<file path="src/rtl/pipe_ctrl_pkg.sv">
// Shared types for the pipeline hazard controller: FSM states, forward selects, scoreboard entry.
package pipe_ctrl_pkg;

  typedef enum logic [1:0] {
    RUN   = 2'd0,
    STALL = 2'd1,
    FLUSH = 2'd2,
    HANG  = 2'd3
  } ctrl_state_t;

  typedef logic [1:0] fwd_sel_t;
  localparam fwd_sel_t FWD_RF    = 2'b00;
  localparam fwd_sel_t FWD_EXMEM = 2'b01;
  localparam fwd_sel_t FWD_MEMWB = 2'b10;

  typedef struct packed {
    logic       v;
    logic [4:0] dst;
    logic       ld;
  } sb_entry_t;

  localparam int SB_EX    = 0;
  localparam int SB_MEM   = 1;
  localparam int SB_WB    = 2;
  localparam int SB_DEPTH = 3;

  // Youngest producer wins; a WB hit needs no forward since the regfile catches it.
  function automatic fwd_sel_t fwdPick(input logic exHit, input logic memHit);
    if (exHit)       return FWD_EXMEM;
    else if (memHit) return FWD_MEMWB;
    else             return FWD_RF;
  endfunction

endpackage

</file>
<file path="src/rtl/pipe_scoreboard.sv">
// Three-entry in-flight destination tracker (EX/MEM/WB) with per-stage source match vectors.
// PIPE_HAZARD_FORWARD_EN additionally exposes whether the EX entry is a load.
module pipe_scoreboard
  import pipe_ctrl_pkg::*;
(
  input  logic                clk,
  input  logic                rst,
  input  logic                kill,
  input  sb_entry_t           insEntry,
  input  logic [4:0]          srcRs,
  input  logic [4:0]          srcRt,
  input  logic                usesRs,
  input  logic                usesRt,
  output logic [SB_DEPTH-1:0] rsMatch,
  output logic [SB_DEPTH-1:0] rtMatch
`ifdef PIPE_HAZARD_FORWARD_EN
  ,
  output logic                exIsLoad
`endif
);

  sb_entry_t [SB_DEPTH-1:0] sb;

  // A redirect kills the wrong-path instruction moving from EX into MEM.
  always_ff @(posedge clk) begin
    if (rst) begin
      sb <= '0;
    end else begin
      sb[SB_WB]  <= sb[SB_MEM];
      sb[SB_MEM] <= kill ? '0 : sb[SB_EX];
      sb[SB_EX]  <= insEntry;
    end
  end

  for (genvar i = 0; i < SB_DEPTH; i++) begin : g_match
    assign rsMatch[i] = sb[i].v && (sb[i].dst != 5'd0) && (sb[i].dst == srcRs) && usesRs;
    assign rtMatch[i] = sb[i].v && (sb[i].dst != 5'd0) && (sb[i].dst == srcRt) && usesRt;
  end

`ifdef PIPE_HAZARD_FORWARD_EN
  assign exIsLoad = sb[SB_EX].ld;
`endif

endmodule

</file>
<file path="src/rtl/pipe_hazard_ctrl.sv">
// 5-stage pipeline hazard/redirect controller with perf counters and stall watchdog.
// Define PIPE_HAZARD_FORWARD_EN to add EX forwarding selects and load-use-only stalls.
module pipe_hazard_ctrl
  import pipe_ctrl_pkg::*;
#(
  parameter int MAX_STALL = 16,
  parameter int CNT_W     = 32
) (
  input  logic             clk,
  input  logic             rst,
  input  logic             id_valid,
  input  logic [4:0]       id_rs,
  input  logic [4:0]       id_rt,
  input  logic             id_uses_rs,
  input  logic             id_uses_rt,
  input  logic             id_wb_en,
  input  logic [4:0]       id_dst,
  input  logic             id_is_load,
  input  logic             redirect,
  output logic             pc_we,
  output logic             if_id_we,
  output logic             if_id_flush,
  output logic             id_ex_bubble,
  output logic             ex_mem_bubble,
  output logic [CNT_W-1:0] stall_cnt,
  output logic [CNT_W-1:0] flush_cnt,
  output logic             hang_err,
  output logic [1:0]       ctrl_state
`ifdef PIPE_HAZARD_FORWARD_EN
  ,
  output logic [1:0]       fwd_a_sel,
  output logic [1:0]       fwd_b_sel
`endif
);

  localparam int RUN_W = $clog2(MAX_STALL + 1);

  logic [SB_DEPTH-1:0] rsMatch, rtMatch;
  logic                hazard, stall, runHit;
  sb_entry_t           insEntry;
  ctrl_state_t         state;
  logic [RUN_W-1:0]    stallRun;

`ifdef PIPE_HAZARD_FORWARD_EN
  logic exIsLoad;
`endif

  pipe_scoreboard u_sb (
    .clk      (clk),
    .rst      (rst),
    .kill     (redirect),
    .insEntry (insEntry),
    .srcRs    (id_rs),
    .srcRt    (id_rt),
    .usesRs   (id_uses_rs),
    .usesRt   (id_uses_rt),
    .rsMatch  (rsMatch),
    .rtMatch  (rtMatch)
`ifdef PIPE_HAZARD_FORWARD_EN
    ,
    .exIsLoad (exIsLoad)
`endif
  );

`ifdef PIPE_HAZARD_FORWARD_EN
  // Only a load still in EX cannot be forwarded in time.
  assign hazard = exIsLoad && (rsMatch[SB_EX] || rtMatch[SB_EX]);
`else
  assign hazard = (|rsMatch) || (|rtMatch);
`endif

  assign stall = id_valid && !redirect && hazard;

  always_comb begin
    insEntry = '0;
    if (!(stall || redirect || !id_valid || !id_wb_en)) begin
      insEntry.v   = 1'b1;
      insEntry.dst = id_dst;
      insEntry.ld  = id_is_load;
    end
  end

  always_comb begin
    pc_we         = 1'b1;
    if_id_we      = 1'b1;
    if_id_flush   = 1'b0;
    id_ex_bubble  = 1'b0;
    ex_mem_bubble = 1'b0;
    if (rst) begin
      pc_we         = 1'b0;
      if_id_we      = 1'b0;
      if_id_flush   = 1'b1;
      id_ex_bubble  = 1'b1;
      ex_mem_bubble = 1'b1;
    end else if (redirect) begin
      if_id_flush   = 1'b1;
      id_ex_bubble  = 1'b1;
      ex_mem_bubble = 1'b1;
    end else if (stall) begin
      pc_we         = 1'b0;
      if_id_we      = 1'b0;
      id_ex_bubble  = 1'b1;
    end
  end

  // This stall is the MAX_STALL-th in a row.
  assign runHit = stall && (stallRun >= RUN_W'(MAX_STALL - 1));

  always_ff @(posedge clk) begin
    if (rst) begin
      state    <= RUN;
      stallRun <= '0;
      hang_err <= 1'b0;
    end else begin
      if (!stall)
        stallRun <= '0;
      else if (stallRun != RUN_W'(MAX_STALL))
        stallRun <= stallRun + RUN_W'(1);

      if (state == HANG || runHit) begin
        state    <= HANG;
        hang_err <= 1'b1;
      end else if (redirect) begin
        state <= FLUSH;
      end else if (stall) begin
        state <= STALL;
      end else begin
        state <= RUN;
      end
    end
  end

  assign ctrl_state = state;

  always_ff @(posedge clk) begin
    if (rst) begin
      stall_cnt <= '0;
      flush_cnt <= '0;
    end else begin
      if (stall)    stall_cnt <= stall_cnt + CNT_W'(1);
      if (redirect) flush_cnt <= flush_cnt + CNT_W'(1);
    end
  end

`ifdef PIPE_HAZARD_FORWARD_EN
  always_ff @(posedge clk) begin
    if (rst || stall || redirect || !id_valid) begin
      fwd_a_sel <= FWD_RF;
      fwd_b_sel <= FWD_RF;
    end else begin
      fwd_a_sel <= fwdPick(rsMatch[SB_EX], rsMatch[SB_MEM]);
      fwd_b_sel <= fwdPick(rtMatch[SB_EX], rtMatch[SB_MEM]);
    end
  end
`endif

endmodule

</file>
<file path="config.mk">
export PLATFORM = sky130hd
export DESIGN_NAME = pipe_hazard_ctrl
export DESIGN_NICKNAME = d
export VERILOG_FILES = /design/src/rtl/pipe_ctrl_pkg.sv /design/src/rtl/pipe_scoreboard.sv /design/src/rtl/pipe_hazard_ctrl.sv
export SDC_FILE = /design/constraint.sdc
export NUM_CORES = 1
export LEC_CHECK = 0
export CAP_MARGIN = 40
export CORE_AREA = 4 4 105 107
export CTS_CLUSTER_SIZE = 14
export DETAILED_ROUTE_END_ITERATION = 8
export DIE_AREA = 0 0 109 111
export PLACE_DENSITY = 0.75
export SKIP_LAST_GASP = 1
export SLEW_MARGIN = 10
export SYNTH_ARGS = -nofsm -noshare
export SYNTH_HDL_FRONTEND = slang
export SYNTH_SLANG_ARGS = --single-unit
export TNS_END_PERCENT = 10
</file>
<file path="constraint.sdc">
create_clock -name clk -period 2.4 [get_ports clk]
set_clock_uncertainty 0.1 [all_clocks]
set_input_delay 0.24 -clock clk [delete_from_list [all_inputs] [get_ports clk]]
set_output_delay 0.24 -clock clk [all_outputs]
set_load 0.01 [all_outputs]
</file>
After elaboration in Yosys (flattened, before gate mapping)
Cells that the tools add are included.
- add/subtract/negate cells: 3
- magnitude comparators: 1
- eq/ne operators: 8
- mux-type cells: 12
- bitwise logic cells: 1
- reduce and logical (&&, ||, !) cells: 34
- operator list (kind ; count):
    $add 32x1->32 const B ; 2
    $eq 5x5->1 ; 6
    $logic_and 1x1->1 ; 18
    $reduce_bool 5->1 ; 3
    $mux 1 ; 9
    $mux 7 ; 1
    $reduce_or 2->1 ; 3
    $reduce_or 3->1 ; 2
    $add 5x1->5 const B ; 1
    $ge 5x4->1 const B ; 1
    $logic_or 1x1->1 ; 5
    $ne 5x5->1 const B ; 1
    $mux 2 ; 2
    $logic_not 1->1 ; 3
    $eq 2x2->1 const B ; 1
    $not 1->1 ; 1
- register bits: 90
- input bits: 23
- output and inout port bits: 72
- word-level logic and storage cells: 70

Longest topological paths before layout
Gate-level depths: netlist (run 1).
- depth after elaboration: 11
- depth in mapped cells: 8
- depth with buffers taken out: 7

Cells and area by module
Synthesis (run 1) repeated with hierarchy kept, for this count alone.
- cell total of the unflattened synthesis: 474
- area, all modules: 4230.3 µm²
- modules (own cells, without submodules) (module ; times used ; cells each ; area an instance (µm²) ; sequential area each (µm²)):
    pipe_hazard_ctrl ; 1 ; 382 ; 3345.7 ; 1441.4
    pipe_scoreboard ; 1 ; 92 ; 884.6 ; 360.3

Least setup slack after synthesis (run 1)
Ideal clock, no wire load.
- kind: reg-to-output
- start point: reg u_sb.sb[15] in the netlist's numbering
- end point: out pc_we
- arrival time: 1946 ps
- required time: 2060 ps
- slack: 114 ps
- cell stages (with the launch flop): 8
- buffers on the path: 2
- path through: dfxtp_1 > or4_1 > o21ai_1 > or4_4 > a31oi_1 > buf_4 > nor3_1 > buf_4
- cells in the longest elaborated chain, start to end: 10
- elaborated cells on any way between the ends: 15
- those cells by class: eq/ne (2); mux (3); reduce/logical (10)
- RTL lines (element ; line ; text):
    start, declared ; pipe_scoreboard.sv:22 ; sb_entry_t [SB_DEPTH-1:0] sb;
    start signal, assigned by index ; pipe_scoreboard.sv:29 ; sb[SB_WB] <= sb[SB_MEM];
    start signal, assigned by index ; pipe_scoreboard.sv:30 ; sb[SB_MEM] <= kill ? '0 : sb[SB_EX];
    start signal, assigned by index ; pipe_scoreboard.sv:31 ; sb[SB_EX] <= insEntry;
    $reduce_bool 5->1 ; pipe_scoreboard.sv:36, pipe_scoreboard.sv:37 ;
    $logic_and 1x1->1 ; pipe_scoreboard.sv:36, pipe_scoreboard.sv:37 ;
    $logic_and 1x1->1 (on tied branches) (2 in a row) ; pipe_scoreboard.sv:36, pipe_scoreboard.sv:37 ;
    $reduce_or 3->1 ; pipe_hazard_ctrl.sv:69 ; assign hazard = (|rsMatch) || (|rtMatch);
    $logic_or 1x1->1 (*) ; pipe_hazard_ctrl.sv:69 ;
    $logic_and 1x1->1 (*) ; pipe_hazard_ctrl.sv:72 ; assign stall = id_valid && !redirect && hazard;
    $mux 1 (*) (3 in a row) ; n/a ;
    end, declared ; pipe_hazard_ctrl.sv:20 ; output logic pc_we,
Every way passes the cells marked *; elsewhere a longest branch is shown, timed or not.

Final worst setup path (run 1)
- start point: reg u_sb.sb[19] in the netlist's numbering
- end point: reg stall_cnt[14]
- cells in the longest elaborated chain, start to end: 7
- elaborated cells on any way between the ends: 12
- those cells by class: eq/ne (2); reduce/logical (10)
- RTL lines (element ; line ; text):
    $reduce_bool 5->1 ; pipe_scoreboard.sv:36, pipe_scoreboard.sv:37 ;
    $logic_and 1x1->1 ; pipe_scoreboard.sv:36, pipe_scoreboard.sv:37 ;
    $logic_and 1x1->1 (on tied branches) (2 in a row) ; pipe_scoreboard.sv:36, pipe_scoreboard.sv:37 ;
    $reduce_or 3->1 ; pipe_hazard_ctrl.sv:69 ;
    $logic_or 1x1->1 (*) ; pipe_hazard_ctrl.sv:69 ;
    $logic_and 1x1->1 (*) ; pipe_hazard_ctrl.sv:72 ;
    end signal, assigned ; pipe_hazard_ctrl.sv:140 ; if (stall) stall_cnt <= stall_cnt + CNT_W'(1);
    end, declared ; pipe_hazard_ctrl.sv:25 ; output logic [CNT_W-1:0] stall_cnt,
Marked as above.
A chain may end at the register's enable or synchronous reset.

==> results of run 1 <==
## cells in the mapped netlist, types with 2 or more instances
| cell type | n | share of area [%] |
|---|---|---|
| nor3b_1 | 2 | 0.33 |
| and2_1 | 13 | 1.8 |
| a311o_1 | 4 | 0.88 |
| a31oi_1 | 2 | 0.27 |
| inv_1 | 5 | 0.41 |
| a21o_1 | 2 | 0.33 |
| a21oi_2 | 15 | 2.9 |
| nor2_1 | 59 | 4.9 |
| xnor2_1 | 28 | 5.4 |
| nor2b_1 | 38 | 5.2 |
| nor4_1 | 2 | 0.27 |
| buf_4 | 6 | 0.99 |
| buf_6 | 2 | 0.49 |
| xor2_1 | 32 | 6.2 |
| a31o_2 | 2 | 0.39 |
| nand2_1 | 35 | 2.9 |
| mux2_2 | 4 | 0.99 |
| ha_1 | 5 | 1.4 |
| nand3_1 | 24 | 2.6 |
| or4_1 | 5 | 0.82 |
| a21oi_1 | 19 | 2.1 |
| dfxtp_1 | 90 | 40 |
| mux2_1 | 23 | 5.7 |
| or3_1 | 5 | 0.69 |
| o21ai_1 | 4 | 0.44 |
| mux2i_1 | 2 | 0.44 |
| and4_1 | 8 | 1.5 |
| clkbuf_1 | 13 | 1.1 |
| o21ai_0 | 6 | 0.66 |
| or4_4 | 3 | 0.74 |
| and3_1 | 11 | 1.5 |
| nor3_1 | 11 | 1.2 |
| nand4_1 | 15 | 2.1 |
## worst max-delay path: cells and delay by family (launching register included)
family / cells / cell delay, ns
flip-flops: 1 / 0.35
multiplexers: 1 / 0.33
AO/OA/AOI/OAI: 2 / 0.65
XOR/XNOR: 1 / 0.16
buffers and inverters: 2 / 0.30
AND/OR/NAND/NOR: 2 / 0.53
## per-layer routing
metal	vias up	GRT usage (%)
met3	18	4.89
met4	0	5.72
met1	1974	24.9
met2	92	34.2
li1	2021	-
met5	-	0
## worst max path at each step
stage                            from            end  slack [ns]  depth (start not counted)
after global placement       id_rs[4]   id_ex_bubble       -0.53                          9
after detailed placement     id_rs[4]   id_ex_bubble       -0.58                          9
after floorplan           u_sb.sb[15]          pc_we        0.11                          7
final                     u_sb.sb[19]  stall_cnt[14]       -0.13                          8
after CTS                  u_sb.sb[9]  stall_cnt[31]       -0.13                          7
after global routing      u_sb.sb[19]   id_ex_bubble       -0.22                          9
## kinds of logic after synthesis
family                   share of synthesized area, %
buffers and inverters                            3.16
multiplexers                                     7.45
flip-flops                                       39.6
AO/OA/AOI/OAI                                    9.02
XOR/XNOR                                         11.5
adder cells (fa/ha/maj)                          1.37
AND/OR/NAND/NOR                                  27.9
## cell type report
type / count / area, sq um / area share [%]
well taps: 136 / 170 / 2.69
clock buffers: 11 / 151 / 2.39
flip-flops and latches: 90 / 1820 / 28.7
multi-input cells: 389 / 2740 / 43.3
clock inverters: 5 / 61.3 / 0.968
repair buffers: 148 / 1380 / 21.7
inverters: 5 / 18.8 / 0.296
## power groups by stage
| stage | registers (mW) | logic, mW | clock network [mW] |
|---|---|---|---|
| after detailed placement | 1.54 | 0.176 | 0 |
| after global placement | 1.54 | 0.168 | 0 |
| after floorplan | 1.54 | 0.0816 | 0 |
| after global routing | 1.51 | 0.201 | 1.17 |
| after CTS | 1.51 | 0.179 | 1.12 |
| final | 1.50 | 0.182 | 1.09 |
## repair_timing
item                                    4_1_cts  5_1_grt
setup buffers                                 3        0
resized for setup                            42       15
pin swaps                                    11        7
endpoints found under the setup margin       30       34
## state kept, by name, indices dropped and copies added, names as in the netlist
signal      flops
ctrl_state      2
stall_cnt      32
flush_cnt      32
stallRun        5
hang_err        1
u_sb.sb        18
## per-stage QoR
stage / utilization [%] / hold WS (ns) / area [sq um]
after floorplan: - / 0.262 / 4550
after global placement: 58.4 / 0.363 / 5920
after detailed placement: 58.7 / 0.365 / 5950
after CTS: 61.9 / 0.0244 / 6270
after global routing: 62.5 / 0.0320 / 6330
final: 62.5 / 0.0294 / 6330
==> metrics.csv, run 1 <==
metric,value,unit
end_kind,flop,
grt_pass1_vias,4270,
start_kind,flop,
whs_path_depth,2,
slew_violations,0,
layout_common_cells,"84 x clkdlybuf4s50_1, 83 x dfxtp_1, 58 x nor2_1",
timing.rr.end,stall_cnt[14],
antenna_found_initial,0,
met1Wirelength,5060,um
hold_viol,0,
dr_wl_met2,5920,um
synth_cells,507,
grt_max_degree,67,
antenna_cells,0,
fin_cells,784,
place_congestion,0.914,
cts_max_path_buffers,2,
cts_tree,built,
async_flop_share,0,%
status,"finished, violations left",
io-pin-count,95,
synth.ff_latch_count,90,
port_buffers,93,
arrival,2.68,ns
place_hpwl,8760,um
cts_buffers,9,
via_count,4105,
post_synth.cell_area_avg,8.98,sq um
fp.coreArea,10100,sq um
relSlewSlack,63.9,%
syn_nets,535,
netlist_area,4550,sq um
top_layer,met4,
yosysWarnings,0,
synth_top_flop_cell,dfxtp_1,
grt_use_total,20.1,%
drt-total-wl,11800,um
ir_worst_vdd,0.000427,V
min_from,rst,
die_area,12100,sq um
holdPathEnd,u_sb.sb[6],
p_leak,2.42,nW
wire_per_inst,15.1,um
postCtsHoldBufs,0,
final_nets,671,
cp_cell_sequence,buf_4 > xnor2_1 > nand3_1 > or4_4 > buf_4 > a311o_1 > a21oi_1 > mux2_1,
path_clk_slew,0.09,ns
htreeDepth,3,
cp_max_fo,5,
fin_setup_tns,-2.47,ns
setup_slack,-0.130,ns
vias_per_cell,5.24,
p_comb_share,6.5,%
finalPower,2.78,mW
final_common_cell,clkdlybuf4s50_1,
rr_worst_depth,8,
maxCapViolations,0,
wl_met3,651,um
place_ws,-0.583,ns
switching_share,23.4,%
rows,37,
dr.first_iter.drc_count,168,
synth_edf_count,0,
finalCritPeriodShare,105,%
p_seq_share,54.1,%
ys_seq_area_share,39.6,%
ys_types,45,
setup_viol,30,
cts_sinks,90,
clock_latency,0.35,ns
drc_errors,0,
pwr-share-clk,39.4,%
die_y,111,um
root_buffer,clkbuf_8,
drive_above_1_share,20.5,%
dp.cells,765,
crit_slowest_cell,a311o_1,
worst_slew_pin_slew,0.537,ns
power_density,439,nW/um^2
cp.required,2.55,ns
rrSetupSlack,-0.13,ns
hp-class,in -> reg,
start_util,44.9,%
r2r_start,u_sb.sb[19],
grt_pass1_wl,20200,um
grt_overflow,0,
p_int,2.13,mW
p_switching,0.650,mW
drt_pass1_iterations,5,
fmax,395,MHz
die_x,109,um
postRouteAntennaNets,0,
rsz0062_at_grt,yes,
path_class,reg -> reg,
violations,negative setup slack,
critPathMostFrequentCell,buf_4,
slowest_delay,0.45,ns
fillers,845,
fin_crit,2.53,ns
syn2layout_area_growth,39.2,%
(Power assumes the default switching activity.)
==> run 2: changes to the inputs <==
CORE_AREA = 4 4 96 116   (was 4 4 105 107)
DIE_AREA = 0 0 100 120   (was 0 0 109 111)
GPL_TIMING_DRIVEN = 0   (was default)
==> run 2 against run 1 <==
The run still ends with negative setup slack left. Non-clock buffer count decreased by 19. Sequential cell count did not move. Critical path type unchanged. Clock power up 51%. Cell count is 3.7% lower. Critical path depth fell by 1. Count of clock-buffer cells in the layout rose by 1. Combinational power fell by 5%. Cell area down 0.89%. Worst hold slack gained 0.18 ns. Maximum frequency shrank 2.2%.
==> metrics.csv, run 2 (same netlist as run 1, synthesis figures left out) <==
metric,value,unit
place_ws,-0.794,ns
place_congestion,0.830,
grt_max_degree,15,
cts_max_path_buffers,2,
die_x,100,um
relSlewSlack,50.9,%
finalCritPeriodShare,108,%
violations,negative setup slack,
fillers,801,
met2_usage,36.1,%
hp-class,in -> reg,
reg_top3,"flush_cnt (32), stall_cnt (32), u_sb.sb (18)",
antenna_cells,0,
grt_use_total,20.7,%
utilization,63.0,%
rsz0062_at_grt,yes,
vias_per_cell,5.47,
drt-total-wl,12000,um
via_count,4133,
clock_latency,0.34,ns
final_common_cell,clkdlybuf4s50_1,
path_clk_slew,0.06,ns
status,"finished, violations left",
drt_pass1_iterations,4,
cts_sinks,90,
io-pin-count,95,
slew_violations,0,
cts_tree,built,
setup_viol,31,
die_area,12000,sq um
antenna_found_initial,0,
syn2layout_area_growth,38.0,%
p_leak,2.33,nW
ir_worst_vdd,0.000399,V
cp.required,2.52,ns
final_nets,652,
power_density,529,nW/um^2
fin_crit,2.59,ns
wire_per_inst,15.9,um
postRouteAntennaNets,0,
grt_overflow,0,
fin_setup_tns,-2.38,ns
maxCapViolations,0,
root_buffer,clkbuf_16,
postCtsHoldBufs,0,
cp_max_fo,8,
place_hpwl,8540,um
start_kind,flop,
path_class,reg -> reg,
hold_viol,0,
drive_above_1_share,17.5,%
met3_usage,4.59,%
arrival,2.71,ns
rows,40,
htreeDepth,3,
port_buffers,91,
dr.first_iter.drc_count,130,
end_kind,flop,
worst_slew_pin_slew,0.730,ns
grt_pass1_vias,4155,
start_util,45.7,%
post_dp_cell_area,5620,sq um
drc_errors,0,
grt_pass1_wl,20200,um
fp.coreArea,9960,sq um
grtUsageMet1,24.6,%
cts_buffers,9,
postLayoutCellArea,6280,sq um
die_y,120,um
layout_common_cells,"79 x clkdlybuf4s50_1, 78 x dfxtp_1, 58 x nor2_1",
grt-busiest-layer,met2,
fmax,387,MHz
setup_slack,-0.187,ns
==> run 2: final cells by class <==
class,instances,area (sq um),share of cell area [%]
Sequential cell,90,1830,29.2
Timing Repair Buffer,106,1010,16.0
Buffer,23,140,2.23
Tap cell,126,158,2.51
Inverter,5,18.8,0.299
Clock inverter,4,97.6,1.55
Clock buffer,12,256,4.09
Multi-Input combinational cell,389,2770,44.1
==> run 2: final timing paths <==
kind,start,to,slack (ns),cells after the start
hold reg to reg,u_sb.sb[6],u_sb.sb[13],0.40,1
hold / removal,redirect,flush_cnt[0],0.21,3
setup / recovery,stall_cnt[6],stall_cnt[23],-0.19,7
setup reg to reg,stall_cnt[6],stall_cnt[23],-0.19,7
==> run 2: metal layers <==
metal | wire, um | up-vias | part of all wire [%]
met5 | 0 | - | 0
met4 | 222 | 0 | 1.8
met3 | 679 | 18 | 5.6
met2 | 6230 | 120 | 52
met1 | 4900 | 2006 | 41
li1 | - | 1989 | -
==> run 2: power breakdown <==
part	total [mW]	switching [mW]	internal, mW
logic	0.172	0.0932	0.0785
clock network	1.65	0.572	1.07
registers	1.50	0.00893	1.49
total	3.32	0.674	2.65
==> run 2: critical path, stage by stage (launching register included) <==
cell	delay, ns
dfxtp_1	0.46
nand4_1	0.24
nor3_2	0.53
nand2_1	0.17
a311o_1	0.34
buf_6	0.17
a21oi_2	0.14
mux2_1	0.32
==> run 2: repair_timing <==
item	4_1_cts	5_1_grt
hold endpoints to repair	0	0
pin swaps	15	8
resized for setup	61	15
endpoints found under the setup margin	34	46
setup buffers	15	0
==> run 2: per-stage QoR <==
| stage | std cells | hold WS, ns | total power, mW |
|---|---|---|---|
| 2_1_floorplan | 507 | 0.262 | 1.62 |
| 3_5_place_dp | 724 | 0.371 | 1.71 |
| 5_1_grt | 755 | 0.197 | 3.43 |
| 6_report | 755 | 0.205 | 3.32 |
| 3_3_place_gp | 724 | 0.372 | 1.70 |
| 4_1_cts | 755 | 0.196 | 3.34 |
==> run 3: changes to the inputs <==
GPL_TIMING_DRIVEN = default   (was 0)
TNS_END_PERCENT = 50   (was 10)
==> run 3 against run 2 <==
Critical endpoint is now stall_cnt[7]. Cell area up 5.9%. Critical path depth grew 2. Combinational power rose by 5%. The flow still finishes with violations (negative setup slack). Wire length is essentially flat. Register-to-register slack better by 0.07 ns. Sequential cell count did not move. Total power up 0.24%. Setup slack gained 0.066 ns. Critical path type unchanged. Highest routed layer unchanged. Via count rose by 0.70%. Global-route usage is 0.13 points lower. Cell count increased by 3.2%.
==> metrics.csv, run 3 (same netlist as run 1, synthesis figures left out) <==
metric,value,unit
status,"finished, violations left",
violations,negative setup slack,
cts_tree,built,
drt_pass1_iterations,5,
r2r_start,u_sb.sb[17],
hp-class,in -> reg,
place_hpwl,8510,um
io-pin-count,95,
place_congestion,0.883,
fin_crit,2.52,ns
slew_violations,0,
grt_pass1_vias,4153,
layout_common_cells,"80 x dfxtp_1, 80 x clkdlybuf4s50_1, 58 x nor2_1",
cts_sinks,90,
setup_viol,30,
dr.first_iter.drc_count,102,
top_layer,met4,
start_kind,flop,
arrival,2.65,ns
post_dp_cell_area,5940,sq um
cp.required,2.53,ns
worst_slew_pin_slew,0.585,ns
antenna_cells,0,
drt-total-wl,12000,um
final-seq-area,1810,sq um
ir_worst_vdd,0.000418,V
setup_slack,-0.120,ns
fp.coreArea,9960,sq um
whs_path_depth,2,
die_y,120,um
finalCritPeriodShare,105,%
grt_use_total,20.5,%
multi_input_area,2900,sq um
utilization,66.7,%
holdPathEnd,u_sb.sb[15],
hold_viol,0,
fin_cells,779,
postRouteAntennaNets,0,
clock_latency,0.34,ns
die_area,12000,sq um
timing.rr.end,stall_cnt[7],
rr_worst_depth,9,
port_buffers,93,
die_x,100,um
vias_per_cell,5.34,
cp_max_fo,8,
rows,40,
rsz0062_at_grt,yes,
cts_max_path_buffers,2,
relSlewSlack,60.7,%
dp.cells,757,
p_leak,2.52,nW
fillers,783,
start_util,45.7,%
maxCapViolations,0,
via_count,4162,
wire_per_inst,15.5,um
reg_top3,"flush_cnt (32), stall_cnt (32), u_sb.sb (18)",
grt_overflow,0,
drive_above_1_share,23.7,%
drc_errors,0,
power_density,501,nW/um^2
path_class,reg -> reg,
min_from,rst,
grt_pass1_wl,20200,um
fin_setup_tns,-2.57,ns
postCtsHoldBufs,0,
final_nets,676,
wl_met3,632,um
root_buffer,clkbuf_16,
syn2layout_area_growth,46.1,%
grt_max_degree,51,
htreeDepth,3,
fmax,397,MHz
postLayoutCellArea,6650,sq um
end_kind,flop,
rrSetupSlack,-0.12,ns
antenna_found_initial,0,
path_clk_slew,0.06,ns
cts_buffers,9,
dr_wl_met2,6070,um
met1Wirelength,5110,um
## run 3: cell count changes in the layout (fill, tap and decap cells not counted), moves of 4 or more
cell      change
dfxtp_2       +4
a21oi_2       -4
mux2_1        -9
dfxtp_4       -6
a21oi_4       +6
clkbuf_1     -14
mux2_4        +9
buf_4        +32
## run 3: worst max-delay path by stage
stage           startpoint            end  cells past startpoint
2_1_floorplan  u_sb.sb[15]          pc_we                      7
3_3_place_gp      id_rt[4]   id_ex_bubble                      9
3_5_place_dp      id_rs[3]  stall_cnt[21]                      8
4_1_cts         u_sb.sb[3]  stall_cnt[21]                      8
5_1_grt        u_sb.sb[17]  stall_cnt[11]                      9
6_report       u_sb.sb[17]   stall_cnt[7]                      9
## run 3: routing by layer
| layer | vias up | track usage [%] |
|---|---|---|
| met4 | 0 | 7.92 |
| li1 | 2040 | - |
| met3 | 22 | 5.00 |
| met5 | - | 0 |
| met1 | 1989 | 24.8 |
| met2 | 111 | 34.9 |
## run 3: worst max-delay path: stages, from the launching register on
cell and delay [ns]:
dfxtp_2 0.33, buf_6 0.13, xnor2_2 0.14, nand3_1 0.09
or4_4 0.59, buf_6 0.15, a31o_4 0.27, buf_12 0.17
a21oi_4 0.13, mux2_4 0.31
## run 3: area by class of cell
| type | instances | share of cell area [%] |
|---|---|---|
| clock buffer | 10 | 3.59 |
| clock inverter | 6 | 1.71 |
| inverter | 5 | 0.282 |
| multi-input combinational | 390 | 43.6 |
| sequential | 90 | 27.3 |
| tap | 126 | 2.37 |
| timing repair buffer | 152 | 21.2 |
## run 3: power breakdown
| part | leakage (nW) | internal, mW | switching (mW) |
|---|---|---|---|
| registers | 0.731 | 1.50 | 0.00777 |
| clock network | 0.165 | 1.05 | 0.593 |
| logic | 1.62 | 0.0885 | 0.0924 |
| total | 2.52 | 2.64 | 0.693 |
## run 3: per-stage QoR
| stage | power, mW | setup slack [ns] | hold slack (ns) |
|---|---|---|---|
| 3_3_place_gp | 1.71 | -0.515 | 0.360 |
| 3_5_place_dp | 1.71 | -0.598 | 0.371 |
| 4_1_cts | 3.35 | -0.0821 | 0.161 |
| 2_1_floorplan | 1.62 | 0.114 | 0.262 |
| 5_1_grt | 3.45 | -0.166 | 0.188 |
| 6_report | 3.33 | -0.120 | 0.182 |
## run 3: what timing repair did
item	CTS	global route
pin swaps	13	19
setup buffers	4	1
endpoints found under the setup margin	28	34
gates cloned	1	0
gates resized for setup	70	22
